### config.mk
export PLATFORM = sky130hd
export DESIGN_NAME = wb_arbiter
export DESIGN_NICKNAME = d
export VERILOG_FILES = /design/src/rtl/wb_arbiter.sv
export SDC_FILE = /design/constraint.sdc
export NUM_CORES = 1
export LEC_CHECK = 0
export ABC_AREA = 1
export ABC_CLOCK_PERIOD_IN_PS = 3300
export BUFFER_PORTS_ARGS = -buffer_cell sky130_fd_sc_hd__buf_2
export CAP_MARGIN = 20
export CORE_ASPECT_RATIO = 2
export CORE_MARGIN = 2
export CORE_UTILIZATION = 52
export DETAILED_ROUTE_END_ITERATION = 16
export PLACE_DENSITY = 0.77
export SYNTH_ARGS = -nofsm -noshare
export SYNTH_HDL_FRONTEND = slang
export SYNTH_SLANG_ARGS = --single-unit
### constraint.sdc
create_clock -name clk -period 3.3 [get_ports clk]
set_clock_uncertainty 0.05 [all_clocks]
set_input_delay 0.66 -clock clk [delete_from_list [all_inputs] [get_ports clk]]
set_output_delay 0.66 -clock clk [all_outputs]
set_load 0.1 [all_outputs]
### src/rtl/wb_arbiter.sv
// Writeback arbiter: merges EX results and buffered load returns onto the single
// register-file write port and tracks outstanding loads. Optional macro: WB_BYPASS_EN.
module wb_arbiter #(
    parameter int DEPTH        = 4,
    parameter int STARVE_LIMIT = 8
) (
    input  logic        clk,
    input  logic        rst,
    input  logic        ex_wen_i,
    input  logic [4:0]  ex_waddr_i,
    input  logic [31:0] ex_wdata_i,
    output logic        ex_hold_o,
    input  logic        ld_valid_i,
    output logic        ld_ready_o,
    input  logic [4:0]  ld_waddr_i,
    input  logic [31:0] ld_wdata_i,
    input  logic        ld_issue_i,
    input  logic [4:0]  ld_issue_addr_i,
    output logic [31:0] busy_o,
    output logic        reg_wen_o,
    output logic [4:0]  reg_waddr_o,
    output logic [31:0] reg_wdata_o
);

    localparam int AW = $clog2(DEPTH);
    localparam int PW = AW + 1;
    localparam int CW = $clog2(STARVE_LIMIT + 1);

    typedef enum logic [1:0] {
        SEL_NONE = 2'd0,
        SEL_EX   = 2'd1,
        SEL_FIFO = 2'd2,
        SEL_BYP  = 2'd3
    } sel_e;

    logic [4:0]    r_fifo_addr [DEPTH];
    logic [31:0]   r_fifo_data [DEPTH];
    logic [PW-1:0] r_wptr;
    logic [PW-1:0] r_rptr;
    logic [CW-1:0] r_starve;
    logic [31:0]   r_busy;
    logic          r_reg_wen;
    logic [4:0]    r_reg_waddr;
    logic [31:0]   r_reg_wdata;

    logic [PW-1:0] w_count;
    logic          w_empty;
    logic          w_full;
    logic          w_ex_req;
    logic          w_ld_acc;
    logic          w_ld_nz;
    logic [4:0]    w_head_addr;
    logic [31:0]   w_head_data;
    sel_e          w_sel;
    logic          w_pop;
    logic          w_push;
    logic          w_wen_nxt;
    logic [4:0]    w_waddr_nxt;
    logic [31:0]   w_wdata_nxt;
    logic [31:0]   w_clr;
    logic [31:0]   w_set;
    logic [CW-1:0] w_starve_nxt;

    assign w_count     = r_wptr - r_rptr;
    assign w_empty     = (w_count == PW'(0));
    assign w_full      = (w_count == PW'(DEPTH));
    assign w_ex_req    = ex_wen_i && (ex_waddr_i != 5'd0);
    assign w_ld_nz     = (ld_waddr_i != 5'd0);
    assign w_head_addr = r_fifo_addr[r_rptr[AW-1:0]];
    assign w_head_data = r_fifo_data[r_rptr[AW-1:0]];

    // ready depends only on the registered count, so a same-cycle pop never re-opens a full FIFO
    assign ld_ready_o  = !w_full;
    assign w_ld_acc    = ld_valid_i && ld_ready_o;
    assign ex_hold_o   = (r_starve == CW'(STARVE_LIMIT)) && ex_wen_i && !w_empty;

    assign busy_o      = r_busy;
    assign reg_wen_o   = r_reg_wen;
    assign reg_waddr_o = r_reg_waddr;
    assign reg_wdata_o = r_reg_wdata;

    // Write-port source selection
    always_comb begin
        w_sel = SEL_NONE;
        if (ex_hold_o) begin
            w_sel = SEL_FIFO;
        end else if (w_ex_req) begin
            w_sel = SEL_EX;
        end else if (!w_empty) begin
            w_sel = SEL_FIFO;
        end else begin
`ifdef WB_BYPASS_EN
            if (w_ld_acc && w_ld_nz) begin
                w_sel = SEL_BYP;
            end else begin
                w_sel = SEL_NONE;
            end
`else
            w_sel = SEL_NONE;
`endif
        end
    end

    assign w_pop  = (w_sel == SEL_FIFO);
    // loads to x0 are accepted but dropped here
    assign w_push = w_ld_acc && w_ld_nz && (w_sel != SEL_BYP);
    assign w_set  = (ld_issue_i && (ld_issue_addr_i != 5'd0)) ? (32'd1 << ld_issue_addr_i) : 32'd0;

    // Next write-port values and scoreboard clear mask
    always_comb begin
        w_wen_nxt   = 1'b0;
        w_waddr_nxt = r_reg_waddr;
        w_wdata_nxt = r_reg_wdata;
        w_clr       = 32'd0;
        case (w_sel)
            SEL_EX: begin
                w_wen_nxt   = 1'b1;
                w_waddr_nxt = ex_waddr_i;
                w_wdata_nxt = ex_wdata_i;
            end
            SEL_FIFO: begin
                w_wen_nxt   = 1'b1;
                w_waddr_nxt = w_head_addr;
                w_wdata_nxt = w_head_data;
                w_clr       = 32'd1 << w_head_addr;
            end
            SEL_BYP: begin
                w_wen_nxt   = 1'b1;
                w_waddr_nxt = ld_waddr_i;
                w_wdata_nxt = ld_wdata_i;
                w_clr       = 32'd1 << ld_waddr_i;
            end
            default: begin
                w_wen_nxt   = 1'b0;
                w_waddr_nxt = r_reg_waddr;
                w_wdata_nxt = r_reg_wdata;
                w_clr       = 32'd0;
            end
        endcase
    end

    // Starvation counter next value
    always_comb begin
        w_starve_nxt = r_starve;
        if (w_pop || w_empty) begin
            w_starve_nxt = CW'(0);
        end else if ((w_sel == SEL_EX) && (r_starve != CW'(STARVE_LIMIT))) begin
            w_starve_nxt = r_starve + CW'(1);
        end else begin
            w_starve_nxt = r_starve;
        end
    end

    // State registers: FIFO, counter, scoreboard, output stage
    always_ff @(posedge clk) begin
        if (rst) begin
            r_wptr      <= PW'(0);
            r_rptr      <= PW'(0);
            r_starve    <= CW'(0);
            r_busy      <= 32'd0;
            r_reg_wen   <= 1'b0;
            r_reg_waddr <= 5'd0;
            r_reg_wdata <= 32'd0;
            for (int i = 0; i < DEPTH; i++) begin
                r_fifo_addr[i] <= 5'd0;
                r_fifo_data[i] <= 32'd0;
            end
        end else begin
            if (w_push) begin
                r_fifo_addr[r_wptr[AW-1:0]] <= ld_waddr_i;
                r_fifo_data[r_wptr[AW-1:0]] <= ld_wdata_i;
                r_wptr <= r_wptr + PW'(1);
            end else begin
                r_wptr <= r_wptr;
            end
            if (w_pop) begin
                r_rptr <= r_rptr + PW'(1);
            end else begin
                r_rptr <= r_rptr;
            end
            r_starve    <= w_starve_nxt;
            // set is applied after clear so an issue wins over a same-cycle retire
            r_busy      <= ((r_busy & ~w_clr) | w_set) & ~32'd1;
            r_reg_wen   <= w_wen_nxt;
            r_reg_waddr <= w_waddr_nxt;
            r_reg_wdata <= w_wdata_nxt;
        end
    end

endmodule

# Word level (Yosys, flattened, before mapping)
# Memories as Yosys holds them, arrays and structs flattened. A register that Yosys moved wholly into a read port is not among the register bits.
# Cells that the tools add are included.
dict set report totals {
  n_memories 2
  mem_bits_ro 0
  wordCells 70
  ram_bits 148
  out_inout_bits 72
  latch_bits 0
  regBits 80
  input_bits 84
}
dict set report classes {
  n_bitwise 3
  n_eq_ne 7
  order_cmp 0
  addsub 4
  muxes 23
  n_reduce_logical 20
  multipliers 0
  n_div 0
  n_shift 3
}
# name words word_bits read_ports rd_clocked_by_memory_dff write_ports line_no
set mem_list {}
lappend mem_list {r_fifo_data 4 32 1 1 4 37} ;# logic [31:0] r_fifo_data [DEPTH];
lappend mem_list {r_fifo_addr 4 5 1 1 4 36} ;# logic [4:0] r_fifo_addr [DEPTH];
# op n
set ops {}
lappend ops {{$pmux 32 s3} 1}
lappend ops {{$shl 1x5->32 const A} 3}
lappend ops {{$mux 32} 2}
lappend ops {{$pmux 32 s2} 1}
lappend ops {{$and 32x32->32} 1}
lappend ops {{$not 32->32} 1}
lappend ops {{$or 32x32->32} 1}
lappend ops {{$reduce_or 32->1} 1}
lappend ops {{$mux 2} 9}
lappend ops {{$pmux 5 s3} 1}
lappend ops {{$reduce_bool 5->1} 3}
lappend ops {{$logic_and 1x1->1} 8}
lappend ops {{$mux 1} 8}
lappend ops {{$add 3x1->3 const B} 2}
lappend ops {{$mux 5} 1}
lappend ops {{$reduce_or 5->1} 1}
lappend ops {{$add 4x1->4 const B} 1}
lappend ops {{$eq 2x2->1 const B} 2}
lappend ops {{$eq 4x4->1 const B} 1}
lappend ops {{$ne 4x4->1 const B} 1}
lappend ops {{$eq 3x3->1 const B} 1}
lappend ops {{$logic_not 3->1} 1}
lappend ops {{$reduce_bool 3->1} 1}
lappend ops {{$reduce_or 3->1} 1}
lappend ops {{6 further kinds} 7}

# Logic depth before layout (Yosys ltp)
# Gate-level depths: netlist (run 1).
dict set report logic_depth {
  ltp_word 12
  depth_mapped 16
  ltp_nobuf 14
}

# Worst setup path after synthesis (run 1)
# OpenSTA, ideal clock, no wires.
dict set report synth_timing {
  path_kind {reg2reg}
  startpoint {reg r_wptr[1]}
  endpoint {mem r_fifo_addr[3][0], enable pin}
  arrival_ps 3099
  stages_incl_launch_ff 11
  synth_period_minus_slack_ps 3581
  path_slack_ps -281
  n_path_buf 0
  required_time_ps 2818
  setup_time_ps 432
  path_cell_list {dfxtp_1 -> ha_1 -> a21oi_1 -> nand2_2 -> nand2_2 -> nand2_4 -> nand2_4 -> inv_4 -> nand2_2 -> nor2_4 -> nor2_1}
}
# item line_no
set synth_lines {}
lappend synth_lines {{start, declared} 38} ;# logic [PW-1:0] r_wptr;
lappend synth_lines {{start signal, assigned} 172} ;# r_wptr <= r_wptr + PW'(1);
lappend synth_lines {{start signal, assigned} 174} ;# r_wptr <= r_wptr;
lappend synth_lines {{end, declared} 36}

# Final worst setup path (run 1)
dict set report layout_timing {
  startpoint {reg r_wptr[1]}
  endpoint {out ex_hold_o}
}
dict set report layout_between {
  elab_chain_cells 4
}
# item line_no
set layout_rtl {}
lappend layout_rtl {{$sub 3x3->3} 64} ;# assign w_count = r_wptr - r_rptr;
lappend layout_rtl {{$logic_not 3->1} 65} ;# assign w_empty = (w_count == PW'(0));
lappend layout_rtl {{$logic_not 1->1} -}
lappend layout_rtl {{$logic_and 1x1->1} 75} ;# assign ex_hold_o = (r_starve == CW'(STARVE_LIMIT)) && ex_wen_i && !w_empty;
lappend layout_rtl {{end, declared} 12} ;# output logic ex_hold_o,
# Every way passes these cells.

==> run summary, run 1 <==
number of enable flip-flop cells after synthesis: 148
GR Util met1: 25.65%
Layout Area Growth over Synthesis: 14.56%
NetSw: 4.819 mW
CTS buffer count: 20
CP startpoint kind: register
grt met3 use: 2.036%
slew margin rel.: 50.16%
Sink Count: 229
switching part of the total power: 44.61%
root buf cell: clkbuf_16
post-route setup slack: 0.2687 ns
pin count of the biggest net entering global routing: 65
DIE AREA: 0.02142 mm2
GR peak layer: met2
vias: 8284
Buf+Inv Stages, Crit Path: 2
FF-to-FF path depth: 9
Power Internal: 5.985 mW
vias per inst: 5.246
H-tree levels: 1
status: completed
Hold WS: 0.3645 ns
CTS tree: built
RSZ-0062 raised after global routing: false
peak supply drop: 472.3 uV
Final GP Congestion: 0.9055
Post-Route WL: 25100 um
Worst EP arrival: 2.32 ns
vias in the first global route: 8067
post-layout net count: 1391
yosys warns: 0
dominant synthesized flop cell: edfxtp_1
Initial Util: 53.00%
grt total ovfl: 0
CP endpoint kind: primary output
count of cell types in the netlist: 35
post-CTS sizing: 0
cell family with most CP delay: flip-flops
Final period util: 91.86%
Antenna Nets Post-Route: 0
drt drc: 0
IO Port Bufs: 154
average instance area after synthesis: 8.970 um2
critical path type: register to primary output
max_cap viols: 0
Pre-antenna DRT Iters: 5
Chip Width: 104.5 um
Initial DRC Count: 602
Worst path slowest cell: dfxtp_1
Final Hold Vio Count: 0
Max clock buf depth: 3
critical path cell sequence: ha_1 -> a21oi_1 -> nand2_2 -> nand3_2 -> nand3b_1 -> inv_1 -> buf_2
register bit total from synthesis: 229
initial antenna violation count: 2
Avg WL per Cell: 15.89 um
Final setup viols: 0
Ports: 156
setup TNS: 0 ns
layout cell share with drive strength beyond 1: 20.08%
clock group share of total power: 20.3%
hold depth: 3
Post-CTS Setup Bufs: 0
dpl ws: 0.7323 ns
Worst-Margin Slew: 0.7468 ns
Flop pwr share: 38.2%
Core Footprint: 0.01982 mm2
post-synthesis cell area: 0.01050 mm2
Final HPWL DP: 17330 um
PD cells: 897.9 mW/mm2
GRT Util Overall: 23.34%
FMAX: 329.9 MHz
Post-synth ARST share: 0%
min Tclk post-route: 3.031 ns
post-route cell area: 0.01203 mm2
Worst-path clk slew: 0.07 ns
row count: 73
Die H: 205.0 um
Syn Inst Count: 1171
PnR Total Power: 10.80 mW
first-pass GRT wire length: 39810 um
worst-skew pair later-pin latency: 0.49 ns
CP max FO: 5
combinational power share: 41.5%
fin. max-slew vios: 0
worst hold path type: primary input to register
DP Area: 0.01143 mm2
worst path required time: 2.59 ns
number of hold buffers added after cts: 0
Leakage Power: 5.191 nW
Max stage delay on crit path: 0.48 ns
sequential area share after synthesis: 57.75%
met2 Use GR: 44.40%
Filler Cells Inserted: 1701
WP depth: 7
post-synth net total: 1261
==> flip-flops by register name (all words and copies together) (netlist names), named ones only <==
name	flops
r_fifo_data	128
reg_wdata_o	32
busy_o	31
r_fifo_addr	20
reg_waddr_o	5
r_starve	4
r_rptr	3
r_wptr	3
reg_wen_o	1
==> cell families after synthesis <==
family,after synthesis,share of synthesized area (%)
AO/OA/AOI/OAI,191,9.875
XOR/XNOR,2,0.1668
flip-flops,229,57.75
adder cells (fa/ha/maj),6,0.7147
buffers and inverters,168,7.266
AND/OR/NAND/NOR,574,24.19
other,1,0.03570
==> cell usage after synthesis, drive strengths merged (2+ instances only) <==
cell type    n  area (um2)
o22ai       15       93.84
ha           6       75.07
a21boi      11       82.58
edfxtp     148        4444
o211ai      14       105.1
o21ai       86       430.4
xor2         2       17.52
a21oi       65       325.3
buf         41       282.8
clkbuf      27       102.6
nor3         5       25.02
nand3b       2       15.01
nand2      274        1061
dfxtp       81        1622
nor2       234        1129
nor4         4       25.02
inv         99       374.1
nand3       54       280.3
==> path summary, 6_finish.rpt <==
check | startpoint | end | slack (ns)
setup / recovery | r_wptr[1]$_SDFFE_PP0P_ | ex_hold_o | 0.27
hold / removal | ex_wdata_i[23] | reg_wdata_o[23]$_SDFFE_PP0P_ | 0.36
setup reg to reg | r_wptr[1]$_SDFFE_PP0P_ | busy_o[15]$_SDFF_PP0_ | 0.66
hold reg to reg | reg_wdata_o[2]$_SDFFE_PP0P_ | reg_wdata_o[2]$_SDFFE_PP0P_ | 0.41
==> area by class of cell <==
class	instances	area [um2]	share of cell area, %
antenna	2	5.005	0.04159
clock buffer	31	573.1	4.762
clock inverter	5	26.28	0.2184
inverter	100	377.9	3.140
multi-input combinational	774	3682	30.60
sequential	229	6067	50.42
tap	262	327.8	2.724
timing repair buffer	176	973.4	8.090
==> cells in the final DEF (no fill, tap or decap), types with 2 or more instances in the layout <==
cell,count
o22ai_1,15
o21ai_0,69
nand3_2,2
buf_4,19
nor2_2,16
buf_2,154
diode_2,2
clkinv_1,2
nor2_4,29
clkbuf_1,9
a21oi_1,65
nand2_4,2
nor2_1,189
clkbuf_16,21
clkinv_2,3
nand3b_1,2
inv_2,4
nor4_1,4
o21ai_1,17
xor2_1,2
nand2_2,7
nand3_1,52
nand2_1,265
o211ai_1,14
dfxtp_1,80
nor3_1,5
a21boi_0,11
ha_1,6
buf_12,3
inv_1,94
edfxtp_1,148
==> power by group through the flow <==
stage | sequential (mW) | clock (mW) | combinational, mW
after floorplan | 5.43 | 0 | 2.23
after global placement | 4.16 | 0 | 4.41
after detailed placement | 4.18 | 0 | 4.47
after CTS | 4.13 | 2.21 | 4.49
after global routing | 4.19 | 2.32 | 4.84
final | 4.13 | 2.19 | 4.49
==> metal layers <==
layer  up-vias  share of wire [%]
met3        65                4.8
met1      3864                 37
met2       269                 54
li1       4086                  -
met5         -                  0
met4         0                4.4
==> metrics by stage <==
| step | utilization [%] | instances |
|---|---|---|
| 2_1_floorplan | - | 1171 |
| 3_3_place_gp | 57.66 | 1541 |
| 3_5_place_dp | 57.66 | 1541 |
| 4_1_cts | 60.68 | 1577 |
| 5_1_grt | 60.71 | 1579 |
| 6_report | 60.71 | 1579 |
==> tightest hold or removal path: stages <==
cell and delay (ns):
buf_2 0.07, o211ai_1 0.08, nand2_1 0.06
No activity file was read; power rests on OpenSTA's default activity.
==> run 2, diff against run 1 <==
- ABC_AREA: 1 -> unset
- CORE_UTILIZATION: 52 -> 51
- PLACE_DENSITY: 0.77 -> 0.76
==> run 2 against run 1 <==
Core utilization down 0.44 points. Combinational power down 4.9%. Sequential cell count did not move. Synthesized area is 2.3% lower. Die area decreased by 0.35%. Global-route usage fell by 1.6 points. Non-clock buffer count did not move. Count of clock-buffer cells in the layout down 3. Design area is 0.72% lower. Sequential power shrank 8.7%.
==> run summary, run 2 <==
CP endpoint kind: primary output
top cell type's share of synthesized area: 43.30% (+0.99 points)
Worst-path clk slew: 0.07 ns (about the same)
PD cells: 860.5 mW/mm2 (-4.2%)
WP depth: 7 (unchanged)
post-synthesis cell area: 0.01026 mm2 (-2.3%)
setup TNS: 0 ns (unchanged)
IO Port Bufs: 154 (unchanged)
layout cell share with drive strength beyond 1: 33.08% (+13 points)
register bit total from synthesis: 229 (unchanged)
Final Hold Vio Count: 0 (unchanged)
Synth top cells by count: 152 x and2_1, 148 x edfxtp_1, 81 x dfxtp_1, 52 x nor2_1, 41 x mux2i_1
Critical path origin: r_wptr[0]$_SDFFE_PP0P_
CP startpoint kind: register
FMAX: 317.7 MHz (-3.7%)
drt drc: 0 (unchanged)
vias in the first global route: 6793 (-16%)
Buf+Inv Stages, Crit Path: 2 (unchanged)
vias: 6640 (-20%)
row count: 73 (unchanged)
count of cell types in the netlist: 52 (+49%)
Worst EP arrival: 2.44 ns (+0.12 ns)
vias per inst: 5.632 (+7.3%)
Syn Inst Count: 748 (-36%)
initial antenna violation count: 4 (+2)
average instance area after synthesis: 13.72 um2 (+53%)
critical path type: register to primary output
Max clock buf depth: 3 (unchanged)
Sink Count: 229 (unchanged)
most common cell in the netlist: and2_1
Final setup viols: 0 (unchanged)
RR Startpoint: r_wptr[0]$_SDFFE_PP0P_
hold depth: 2 (-1)
critical path cell sequence: inv_1 -> ha_1 -> nor2b_1 -> xnor2_2 -> nor2_1 -> nor3b_2 -> buf_6
FF-to-FF path depth: 9 (unchanged)
worst hold path type: primary input to register
cell family with most CP delay: simple AND/OR/NAND/NOR gates
Ports: 156 (unchanged)
RSZ-0062 raised after global routing: false
Final Core Density: 60.27% (-0.44 points)
status: completed
peak supply drop: 634.4 uV (+34%)
slew margin rel.: 32.90% (-17 points)
Post-Route WL: 23310 um (-7.1%)
Core Footprint: 0.01982 mm2 (unchanged)
area leader, netlist: edfxtp_1
max_cap viols: 0 (unchanged)
Initial DRC Count: 296 (-51%)
CTS tree: built
worst path required time: 2.59 ns (about the same)
CP max FO: 5 (unchanged)
Post-synth ARST share: 0% (unchanged)
Final GP Congestion: 0.8783 (-3.0%)
fin. max-slew vios: 0 (unchanged)
root buf cell: clkbuf_16
dominant synthesized flop cell: edfxtp_1
post-synth net total: 838 (-34%)
worst-skew pair later-pin latency: 0.51 ns (+0.02 ns)
min Tclk post-route: 3.148 ns (+0.1165 ns)
Initial Util: 51.79% (-1.2 points)
hold_sp: ld_wdata_i[9]
DIE AREA: 0.02135 mm2 (-0.35%)
number of enable flip-flop cells after synthesis: 148 (unchanged)
Biggest register: r_fifo_data
Worst path slowest cell: dfxtp_1
Leakage Power: 4.779 nW (-7.9%)
Die H: 204.6 um (-0.18%)
Pre-antenna DRT Iters: 7 (+2)
first-pass GRT wire length: 35940 um (-9.7%)
most frequent cells in the layout: 152 x and2_1, 152 x buf_2, 148 x edfxtp_1, 79 x dfxtp_1, 52 x nor2_1
sequential area share after synthesis: 59.09% (+1.3 points)
yosys warns: 0 (unchanged)
Final HPWL DP: 15270 um (-12%)
Chip Width: 104.3 um (-0.17%)
Filler Cells Inserted: 1576 (-7.3%)
grt total ovfl: 0 (unchanged)
Layout Area Growth over Synthesis: 16.38%
Antenna Nets Post-Route: 0 (unchanged)
Avg WL per Cell: 19.77 um (+24%)
Area contributors post-synth: edfxtp_1 43%, dfxtp_1 16%, and2_1 9.3%
Max stage delay on crit path: 0.46 ns (-0.02 ns)
pin count of the biggest net entering global routing: 76 (+17%)
GRT Util Overall: 21.77% (-1.6 points)
Worst-Margin Slew: 1.007 ns (+0.2598 ns)
max reg flops: 128 (unchanged)
CTS buffer count: 21 (+5.0%)
Final period util: 95.39% (+3.5 points)
post-layout net count: 989 (-29%)
H-tree levels: 1 (unchanged)
[run 2: cell types whose count changed in the layout (fill, tap and decap cells not counted), moves of 36 or more]
cell	before	now
a21oi_1	65	4
nor2_1	189	52
mux2i_1	0	41
and2_1	0	152
nand2_1	265	14
inv_1	94	6
a211oi_2	0	37
mux4_2	0	36
o21ai_0	69	7
[run 2: metrics by stage]
step           hold slack [ns]  std cells  power [mW]  instance area [um2]  worst slack (ns)
2_1_floorplan           0.4057        748       7.327                10270           0.03093
3_3_place_gp            0.4218       1136       8.042                11300            0.4843
3_5_place_dp            0.4244       1136       8.104                11300            0.4283
4_1_cts                 0.4000       1173       10.32                11920           0.04503
5_1_grt                 0.4070       1179       10.67                11950           0.03415
6_report                0.4056       1179       10.28                11950            0.1522
[run 2: timing repair]
| item | CTS | global route |
|---|---|---|
| resized for setup | 1 | 1 |
| endpoints found under the setup margin | 1 | 1 |
| hold endpoints to repair | 0 | 0 |
| pin swaps | 0 | 1 |
| hold buffers | 0 | 0 |
| buffers inserted | 0 | 2 |
[run 2: cell type report]
type	count	area [um2]	area share, %
Clock inverter	9	53.80	0.4504
Antenna cell	4	10.01	0.08379
Clock buffer	28	561.8	4.703
Inverter	6	22.52	0.1885
Sequential cell	229	6068	50.80
Tap cell	262	327.8	2.744
Timing Repair Buffer	176	944.7	7.907
Multi-Input combinational cell	465	3958	33.13
[run 2: kinds of logic (layout without fill, tap and decap cells)]
| family | count (synthesis) | after routing | share of synthesized area, % |
|---|---|---|---|
| XOR/XNOR | 7 | 7 | 0.7435 |
| AND/OR/NAND/NOR | 276 | 276 | 15.42 |
| AO/OA/AOI/OAI | 97 | 97 | 9.276 |
| adder cells (fa/ha/maj) | 6 | 6 | 0.7313 |
| multiplexers | 78 | 78 | 12.01 |
| flip-flops | 229 | 229 | 59.09 |
| other | 1 | 5 | 0.03653 |
| buffers and inverters | 54 | 219 | 2.694 |
[run 2: final timing paths]
kind | to | slack (ns)
max | ex_hold_o | 0.15
min | r_fifo_data[3][9]$_DFFE_PP_ | 0.41
max reg2reg | r_fifo_data[3][29]$_DFFE_PP_ | 0.38
min reg2reg | busy_o[9]$_SDFF_PP0_ | 0.44
[run 2: routing by layer]
| metal | global-route usage [%] | wire length [um] |
|---|---|---|
| met1 | 22.39 | 8409 |
| met2 | 42.39 | 12740 |
| met3 | 2.927 | 1149 |
| met4 | 10.71 | 1011 |
| met5 | 0 | 0 |
[run 2: report_power, final]
group	leakage [nW]	internal (mW)	switching, mW
Sequential	2.20	3.52	0.254
Clock	0.289	1.20	1.04
Combinational	2.29	1.22	3.05
Total	4.78	5.94	4.34
